**src/rtl/vga_pkg.sv**
```systemverilog
// Shared VGA constants and helpers for the layer compositor and its neighbours.
// Holds default colour depth, background index, 640x480 timing and the blink visibility rule.
package vga_pkg;

  localparam int DEF_COLOR_W = 4;
  localparam int RGB_W       = 3 * DEF_COLOR_W;
  localparam logic [RGB_W-1:0] RGB_BLACK = {RGB_W{1'b0}};
  localparam logic [3:0] BG_INDEX = 4'hF;

  localparam int H_VISIBLE = 640;
  localparam int H_FRONT   = 16;
  localparam int H_SYNC    = 96;
  localparam int H_BACK    = 48;
  localparam int H_TOTAL   = 800;
  localparam int V_VISIBLE = 480;
  localparam int V_FRONT   = 10;
  localparam int V_SYNC    = 2;
  localparam int V_BACK    = 33;
  localparam int V_TOTAL   = 525;

  // A blinking layer shows only during the "on" half of the blink period.
  function automatic logic layer_visible(input logic en, input logic blink, input logic phase);
    return en & (~blink | phase);
  endfunction

endpackage

```
**src/rtl/vga_layer_prio.sv**
```systemverilog
// Combinational priority encoder: highest set index wins; idx is all-ones when
// nothing is set, which doubles as the background index downstream.
module vga_layer_prio
  import vga_pkg::*;
#(
  parameter int N     = 8,
  parameter int IDX_W = $clog2(N) + 1
) (
  input  logic [N-1:0]     hit,
  output logic             valid,
  output logic [IDX_W-1:0] idx
);

  // Ascending scan so the last (highest) hit overrides lower ones.
  always_comb begin
    valid = 1'b0;
    idx   = {IDX_W{1'b1}};
    for (int i = 0; i < N; i++) begin
      if (hit[i]) begin
        valid = 1'b1;
        idx   = IDX_W'(i);
      end else begin
        valid = valid;
        idx   = idx;
      end
    end
  end

endmodule

```
**src/rtl/vga_layer_mixer.sv**
```systemverilog
// N-input VGA layer compositor: frame-latched enables, per-layer blink, priority
// select over background, two-stage pipeline with sync delayed to match RGB.
module vga_layer_mixer
  import vga_pkg::*;
#(
  parameter int NUM_LAYERS   = 8,
  parameter int COLOR_W      = DEF_COLOR_W,
  parameter int BLINK_FRAMES = 30,
  parameter int PIPE_STAGES  = 2
) (
  input  logic                              ClkPort,
  input  logic                              Reset,
  input  logic                              pix_tick,
  input  logic                              frame_start,
  input  logic                              bright,
  input  logic                              hsync_in,
  input  logic                              vsync_in,
  input  logic [3*COLOR_W-1:0]              bg_rgb,
  input  logic [NUM_LAYERS*3*COLOR_W-1:0]   layer_rgb,
  input  logic [NUM_LAYERS-1:0]             layer_hit,
  input  logic [NUM_LAYERS-1:0]             layer_en_req,
  input  logic [NUM_LAYERS-1:0]             layer_blink,
  output logic                              hSync,
  output logic                              vSync,
  output logic [COLOR_W-1:0]                vgaR,
  output logic [COLOR_W-1:0]                vgaG,
  output logic [COLOR_W-1:0]                vgaB,
  output logic [NUM_LAYERS-1:0]             active_mask,
  output logic [$clog2(NUM_LAYERS):0]       top_layer
);

  localparam int PIX_W = 3 * COLOR_W;
  localparam int IDX_W = $clog2(NUM_LAYERS) + 1;
  localparam int CNT_W = $clog2(BLINK_FRAMES + 1);

  if (PIPE_STAGES != 2) begin : g_bad_pipe
    $error("vga_layer_mixer supports only PIPE_STAGES = 2");
  end

  logic [NUM_LAYERS-1:0]       mask_q, mask_d;
  logic [CNT_W-1:0]            cnt_q, cnt_d;
  logic                        phase_q, phase_d;
  logic [NUM_LAYERS-1:0]       vis_s;
  logic [NUM_LAYERS-1:0]       s1_hit_q, s1_hit_d;
  logic [NUM_LAYERS*PIX_W-1:0] s1_rgb_q, s1_rgb_d;
  logic [PIX_W-1:0]            s1_bg_q, s1_bg_d;
  logic                        s1_bright_q, s1_bright_d;
  logic                        s1_hs_q, s1_hs_d, s1_vs_q, s1_vs_d;
  logic                        prio_valid_s;
  logic [IDX_W-1:0]            prio_idx_s;
  logic [PIX_W-1:0]            sel_rgb_s;
  logic [PIX_W-1:0]            out_rgb_q, out_rgb_d;
  logic [IDX_W-1:0]            top_q, top_d;
  logic                        hs_q, hs_d, vs_q, vs_d;

  // Frame latch and blink counter; visibility uses the values that take effect this pixel.
  always_comb begin
    mask_d  = mask_q;
    cnt_d   = cnt_q;
    phase_d = phase_q;
    if (pix_tick && frame_start) begin
      mask_d = layer_en_req;
      if (cnt_q == CNT_W'(BLINK_FRAMES - 1)) begin
        cnt_d   = {CNT_W{1'b0}};
        phase_d = ~phase_q;
      end else begin
        cnt_d = cnt_q + CNT_W'(1);
      end
    end else begin
      mask_d = mask_q;
    end
    vis_s = {NUM_LAYERS{1'b0}};
    for (int i = 0; i < NUM_LAYERS; i++) begin
      vis_s[i] = layer_visible(mask_d[i], layer_blink[i], phase_d);
    end
  end

  // Stage 1 capture of qualified coverage, colours, blanking and syncs.
  always_comb begin
    s1_hit_d    = s1_hit_q;
    s1_rgb_d    = s1_rgb_q;
    s1_bg_d     = s1_bg_q;
    s1_bright_d = s1_bright_q;
    s1_hs_d     = s1_hs_q;
    s1_vs_d     = s1_vs_q;
    if (pix_tick) begin
      s1_hit_d    = layer_hit & vis_s;
      s1_rgb_d    = layer_rgb;
      s1_bg_d     = bg_rgb;
      s1_bright_d = bright;
      s1_hs_d     = hsync_in;
      s1_vs_d     = vsync_in;
    end else begin
      s1_hit_d = s1_hit_q;
    end
  end

  vga_layer_prio #(
    .N     (NUM_LAYERS),
    .IDX_W (IDX_W)
  ) u_prio (
    .hit   (s1_hit_q),
    .valid (prio_valid_s),
    .idx   (prio_idx_s)
  );

  // Stage 2 colour mux and output register inputs; blanking forces black and background index.
  always_comb begin
    sel_rgb_s = s1_bg_q;
    for (int i = 0; i < NUM_LAYERS; i++) begin
      if (prio_valid_s && (prio_idx_s == IDX_W'(i))) begin
        sel_rgb_s = s1_rgb_q[i*PIX_W +: PIX_W];
      end else begin
        sel_rgb_s = sel_rgb_s;
      end
    end
    out_rgb_d = out_rgb_q;
    top_d     = top_q;
    hs_d      = hs_q;
    vs_d      = vs_q;
    if (pix_tick) begin
      hs_d = s1_hs_q;
      vs_d = s1_vs_q;
      if (!s1_bright_q) begin
        out_rgb_d = {PIX_W{1'b0}};
        top_d     = {IDX_W{1'b1}};
      end else if (prio_valid_s) begin
        out_rgb_d = sel_rgb_s;
        top_d     = prio_idx_s;
      end else begin
        out_rgb_d = sel_rgb_s;
        top_d     = {IDX_W{1'b1}};
      end
    end else begin
      out_rgb_d = out_rgb_q;
    end
  end

  // State and pipeline registers.
  always_ff @(posedge ClkPort or posedge Reset) begin
    if (Reset) begin
      mask_q      <= {NUM_LAYERS{1'b0}};
      cnt_q       <= {CNT_W{1'b0}};
      phase_q     <= 1'b0;
      s1_hit_q    <= {NUM_LAYERS{1'b0}};
      s1_rgb_q    <= {(NUM_LAYERS*PIX_W){1'b0}};
      s1_bg_q     <= {PIX_W{1'b0}};
      s1_bright_q <= 1'b0;
      s1_hs_q     <= 1'b1;
      s1_vs_q     <= 1'b1;
      out_rgb_q   <= {PIX_W{1'b0}};
      top_q       <= {IDX_W{1'b1}};
      hs_q        <= 1'b1;
      vs_q        <= 1'b1;
    end else begin
      mask_q      <= mask_d;
      cnt_q       <= cnt_d;
      phase_q     <= phase_d;
      s1_hit_q    <= s1_hit_d;
      s1_rgb_q    <= s1_rgb_d;
      s1_bg_q     <= s1_bg_d;
      s1_bright_q <= s1_bright_d;
      s1_hs_q     <= s1_hs_d;
      s1_vs_q     <= s1_vs_d;
      out_rgb_q   <= out_rgb_d;
      top_q       <= top_d;
      hs_q        <= hs_d;
      vs_q        <= vs_d;
    end
  end

  assign vgaR        = out_rgb_q[PIX_W-1 -: COLOR_W];
  assign vgaG        = out_rgb_q[2*COLOR_W-1 -: COLOR_W];
  assign vgaB        = out_rgb_q[COLOR_W-1:0];
  assign hSync       = hs_q;
  assign vSync       = vs_q;
  assign active_mask = mask_q;
  assign top_layer   = top_q;

endmodule

```
**config.mk**
```make
export PLATFORM = sky130hd
export DESIGN_NAME = vga_layer_mixer
export DESIGN_NICKNAME = d
export VERILOG_FILES = /design/src/rtl/vga_pkg.sv /design/src/rtl/vga_layer_prio.sv /design/src/rtl/vga_layer_mixer.sv
export SDC_FILE = /design/constraint.sdc
export NUM_CORES = 1
export LEC_CHECK = 0
export BUFFER_PORTS_ARGS = -buffer_cell sky130_fd_sc_hd__buf_2
export CORE_AREA = 10 10 144 146
export DETAILED_ROUTE_END_ITERATION = 8
export DIE_AREA = 0 0 154 156
export HOLD_SLACK_MARGIN = 0.02
export SLEW_MARGIN = 20
export SYNTH_ARGS = -nofsm -noshare
export SYNTH_HDL_FRONTEND = slang
export SYNTH_SLANG_ARGS = --single-unit
```
**constraint.sdc**
```tcl
create_clock -name ClkPort -period 8.3 [get_ports ClkPort]
set_input_delay 1.66 -clock ClkPort [delete_from_list [all_inputs] [get_ports ClkPort]]
set_output_delay 1.66 -clock ClkPort [all_outputs]
set_load 0.05 [all_outputs]
```
== Word level (Yosys, flattened, before mapping) ==
Cells that the tools add are included.

* Register bits: 151
* Word-level logic and storage cells: 89

* Add/sub/neg operators: 1
* Reductions and logical operators: 10
* Bitwise gates (word level): 26
* Eq/ne operators: 8
* Mux-type cells: 31

{| class="wikitable"
|+ Operator list
! cell !! count
|-
| $mux 12 || 9
|-
| $mux 4 || 10
|-
| $eq 4x3->1 const B || 4
|-
| $mux 1 || 10
|-
| $logic_and 1x1->1 || 9
|-
| $not 1->1 || 9
|-
| $and 1x1->1 || 8
|-
| $and 8x8->8 || 1
|-
| $eq 4x2->1 const B || 2
|-
| $mux 8 || 1
|-
| $or 1x1->1 || 8
|-
| $add 5x1->5 const B || 1
|-
| $eq 5x5->1 const B || 1
|-
| $mux 5 || 1
|-
| $eq 4x1->1 const B || 1
|-
| $logic_not 4->1 || 1
|}

== Depth between registers and ports, before layout ==
* Depth in word-level cells: 19
* Depth in mapped cells: 7
* Gate-level depth less buffers: 6

== Modules after synthesis ==
From an unflattened synthesis, not the netlist that was laid out.

* Cell total of the unflattened synthesis: 583
* Area, all modules: 7,265.7 sq um

{| class="wikitable"
|+ By module, submodules not included
! module !! area an instance (sq um) !! times used !! cells each !! sequential area each (sq um)
|-
| vga_layer_mixer || 7,169.4 || 1 || 569 || 3,788.6
|-
| vga_layer_prio || 96.3 || 1 || 14 || 0.0
|}

== Least setup slack after synthesis ==
No wires, ideal clock.

* Path kind: input -> register
* Start: input port pix_tick
* End: register s1_hit_q[0]
* Data arrival time: 2.857 ns
* Setup slack: 5.311 ns
* Library setup time: 0.132 ns
* Required time: 8.168 ns
* Stages on the path: 6
* Cells stage by stage: clkbuf_1 > nand2_1 > clkbuf_1 > mux2_2 > nand3_1 > o22ai_1

* Elaborated cells on any way between the ends: 6
* Those cells by class: mux (2); bitwise (3); reduce/logical (1)

{| class="wikitable"
|+ RTL lines
! item !! RTL line !! text
|-
| start, declared || vga_layer_mixer.sv:13 || <nowiki>input logic pix_tick,</nowiki>
|-
| $logic_and 1x1->1 || vga_layer_mixer.sv:61 || <nowiki>if (pix_tick && frame_start) begin</nowiki>
|-
| $mux 8 || vga_layer_mixer.sv:61 ||
|-
| named net mask_d[0] || vga_layer_mixer.sv:40 || <nowiki>logic [NUM_LAYERS-1:0] mask_q, mask_d;</nowiki>
|-
| $and 1x1->1 || vga_pkg.sv:23 || <nowiki>return en & (~blink | phase);</nowiki>
|-
| $and 8x8->8 || vga_layer_mixer.sv:87 || <nowiki>s1_hit_d = layer_hit & vis_s;</nowiki>
|-
| end signal, assigned || vga_layer_mixer.sv:145 || <nowiki>s1_hit_q <= {NUM_LAYERS{1'b0}};</nowiki>
|-
| end signal, assigned || vga_layer_mixer.sv:159 || <nowiki>s1_hit_q <= s1_hit_d;</nowiki>
|-
| end, declared || vga_layer_mixer.sv:44 || <nowiki>logic [NUM_LAYERS-1:0] s1_hit_q, s1_hit_d;</nowiki>
|}

The timed path passes the listed nets, and every way through them passes these cells.
A chain may end at the register's enable or synchronous reset.

== Final worst setup path ==
* Start: input port pix_tick
* End: register s1_hit_q[5]

* Cells in the longest elaborated chain, start to end: 5
* Elaborated cells on any way between the ends: 6
* Those cells by class: mux (2); bitwise (3); reduce/logical (1)

{| class="wikitable"
|+ Ends and longest elaborated chain
! item !! RTL line
|-
| $logic_and 1x1->1 || vga_layer_mixer.sv:61
|-
| $mux 1 || vga_layer_mixer.sv:61
|-
| $or 1x1->1 || vga_pkg.sv:23
|-
| $and 1x1->1 || vga_pkg.sv:23
|-
| $and 8x8->8 || vga_layer_mixer.sv:87
|}

Several ways; a longest one is shown, not always the timed one.

==> impl_results.md <==
- Status: complete, no violations
- Global-route wire length before repair: 31,700 um
- Top layer in use: met4
- Final worst path period share: around 38%
- Primary FF master, synth: dfrtp_1
- Die ar.: 24,000 um2
- PnR worst setup slack: 5.17 ns
- Ports: 165
- WL met1: 9160 um
- Finished Layout Cells: 979
- Seq cells post-synth: 151
- PD cells: 248 nW/um2
- Worst setup path class: in2reg
- Clock Tree Buf Depth: 2
- Hold path start: s1_bright_q
- Met2 wire length: between 9000 and 10,000 um
- Post-CTS Resized: 0
- # diodes: 0
- Mapped Cells: roughly 600
- CP peak stage delay: 0.59 ns
- Vias: approximately 5,200
- Post-Syn Nets: ~740
- Clock transition at path regs: 0.06 ns
- Router iterations before antenna repair: 4
- Hold Path End: top_layer[1]
- FF-to-FF path depth: 4
- Post CTS Setup Buffer Count: 0
- Worst Setup End Kind: flop
- Reg-to-Reg Start: s1_hit_q[4]
- Syn Area/Cell: 11.7 um2
- Hold Vio Cnt, Final: 0
- Worst Hold Slack: 0.471 ns
- Pleak: roughly 3.7 nW
- Library cells used by synthesis: 43
- Pre-CTS WS: 4.65 ns
- Wirelength, routed: 20,000 um
- Placed cell count: 947
- Warnings, synthesis: 0
- Initial antenna violation count: 0
- Clock Latency Late Sink: 0.43 ns
- Gr usage total: 16.6%
- WP data required: 8.64 ns
- Die Wd: 154 um
- Setup slack, reg-to-reg: 5.60 ns
- Crit path launch type: input pin
- # port buffers: 164
- Crit path cell chain: buf_6 > nand2_1 > nor3_2 > nor3b_1 > o22ai_1
- Largest net degree at the start of global routing: 99
- Number of global-route vias before repair: 5,669
- Core Rows: 49
- Worst-margin pin slew: 0.975 ns
- Post-DRT Antenna Nets: 0
- Via/cell ratio: 5.33
- Final core occ: a little under half
- Post-Synthesis Cell Area: roughly 7000 um2
- Final net count: 878
- Remaining DRCs: 0
- Post-detail-place hpwl: 15,000 um
- Commonest cells after routing, fill and taps aside: buf_2 (163), dfrtp_1 (143), mux2_2 (109)
- Most common cell after layout, fill and taps aside: buf_2
- GRT overflow: 0
- Hold buffer count at CTS: 0
- Area grow syn2layout: 22.1%
- Post-synth EDFFs: 0
- Total CTS buffers: 17
- Die height: 156 um
- H-tree depth: 4
- Setup TNS: 0 ns
- Peak Freq: 320 MHz
- Iter 0 DRT Violations: 378
- Root Driver: clkbuf_16
- Final GP Congestion: 0.804
- Core region area: 17,800 um2
- Final Slew Violations: 0
- Worst hold stages: 1
- CP arrival: 3.46 ns
- Clk sink count: 151
- Ratio of cells with drive above 1 in the final layout: 43.3%
- Starting Density: 39.3%
- FFs w/ async S/R, synth: 100%
- Worst hold-check path type: reg2reg
- FF-to-FF End: out_rgb_q[10]
- Clock Skews: 0.00936 ns
- Rel. slew slack: 34.9%
- Fin crit period: 3.13 ns
- Met3 wire len: between 1000 and 1500 um
- Final setup violation count: 0
- Sequential share of the synthesized area: 54.0%
- Power Total: 2.13 mW
- CP Max Fanout: between 60 and 70
- Design area: roughly 8600 um2
- CP max stage cell: nor3_2
- Maximum vdd drop: 0.145 mV
- CTS tree: built
- Wire per inst: 20.5 um
- Placed Area: 7960 um2
- Max cap viols: 0
- RSZ-0062 raised after global routing: no
## synthesized netlist by cell type (all sizes together) (3+ instances only)
cell type | number | share of area (%)
a2111oi | 12 | 1.5
a211o | 12 | 1.5
a211oi | 13 | 1.4
a21boi | 12 | 1.3
a31o | 12 | 1.5
buf | 7 | 0.73
clkbuf | 39 | 2.1
dfrtp | 143 | 51
dfstp | 8 | 3.0
inv | 34 | 1.8
mux2 | 109 | 18
nand2 | 41 | 2.2
nand3 | 11 | 0.79
nor2 | 18 | 0.96
nor3 | 6 | 0.66
nor3b | 8 | 0.86
o211ai | 13 | 1.4
o21ai | 29 | 2.1
o221ai | 12 | 1.6
o22a | 12 | 1.5
o22ai | 20 | 1.8
o31ai | 3 | 0.32
## critical path, delay by kind of cell
kind            cells  cell delay, ns
simple gates        3            1.25
buf+inv             1            0.38
compound gates      1            0.16
## worst max path at each step
stage | startpoint | endpoint | slack (ns) | depth (start not counted)
5_1_grt | pix_tick | s1_hit_q[5] | 4.90 | 5
6_report | pix_tick | s1_hit_q[5] | 5.17 | 5
3_5_place_dp | pix_tick | out_rgb_q[10] | 4.65 | 4
2_1_floorplan | Reset | active_mask[0] | 2.59 | 1
4_1_cts | pix_tick | out_rgb_q[10] | 5.08 | 4
3_3_place_gp | pix_tick | out_rgb_q[10] | 4.65 | 4
## cell families after synthesis
family	synth area share, %
and+or+nand+nor	6.83
buffers and inverters	4.64
adders and majority gates	0.357
DFF	54.0
AOI/OAI and AO/OA	16.6
muxes	17.5
## layout make-up
type	count	area (um2)
Tap cell	229	287
Sequential cell	151	3790
Multi-Input combinational cell	366	2900
Clock inverter	13	145
Timing Repair Buffer	167	857
Fill cell	1655	9280
Inverter	34	133
Clock buffer	19	453
## where the power goes
part / switching, mW / internal [mW]
logic: 0.277 / 0.172
clock network: 0.315 / 0.462
registers: 0.0702 / 0.832
## sequential cells by signal (all words and copies together) (netlist names)
signal,flops
active_mask,8
cnt_q,5
hSync,1
out_rgb_q,12
phase_q,1
s1_bg_q,12
s1_bright_q,1
s1_hit_q,8
s1_hs_q,1
s1_rgb_q,96
s1_vs_q,1
top_layer,4
vSync,1
## routing by layer
metal,global-route usage [%],up-vias
met5,0,-
met4,4.99,0
met3,4.71,19
met2,26.7,141
met1,21.2,2574
li1,-,2484
Note: power is estimated with default switching activity, not from simulation.
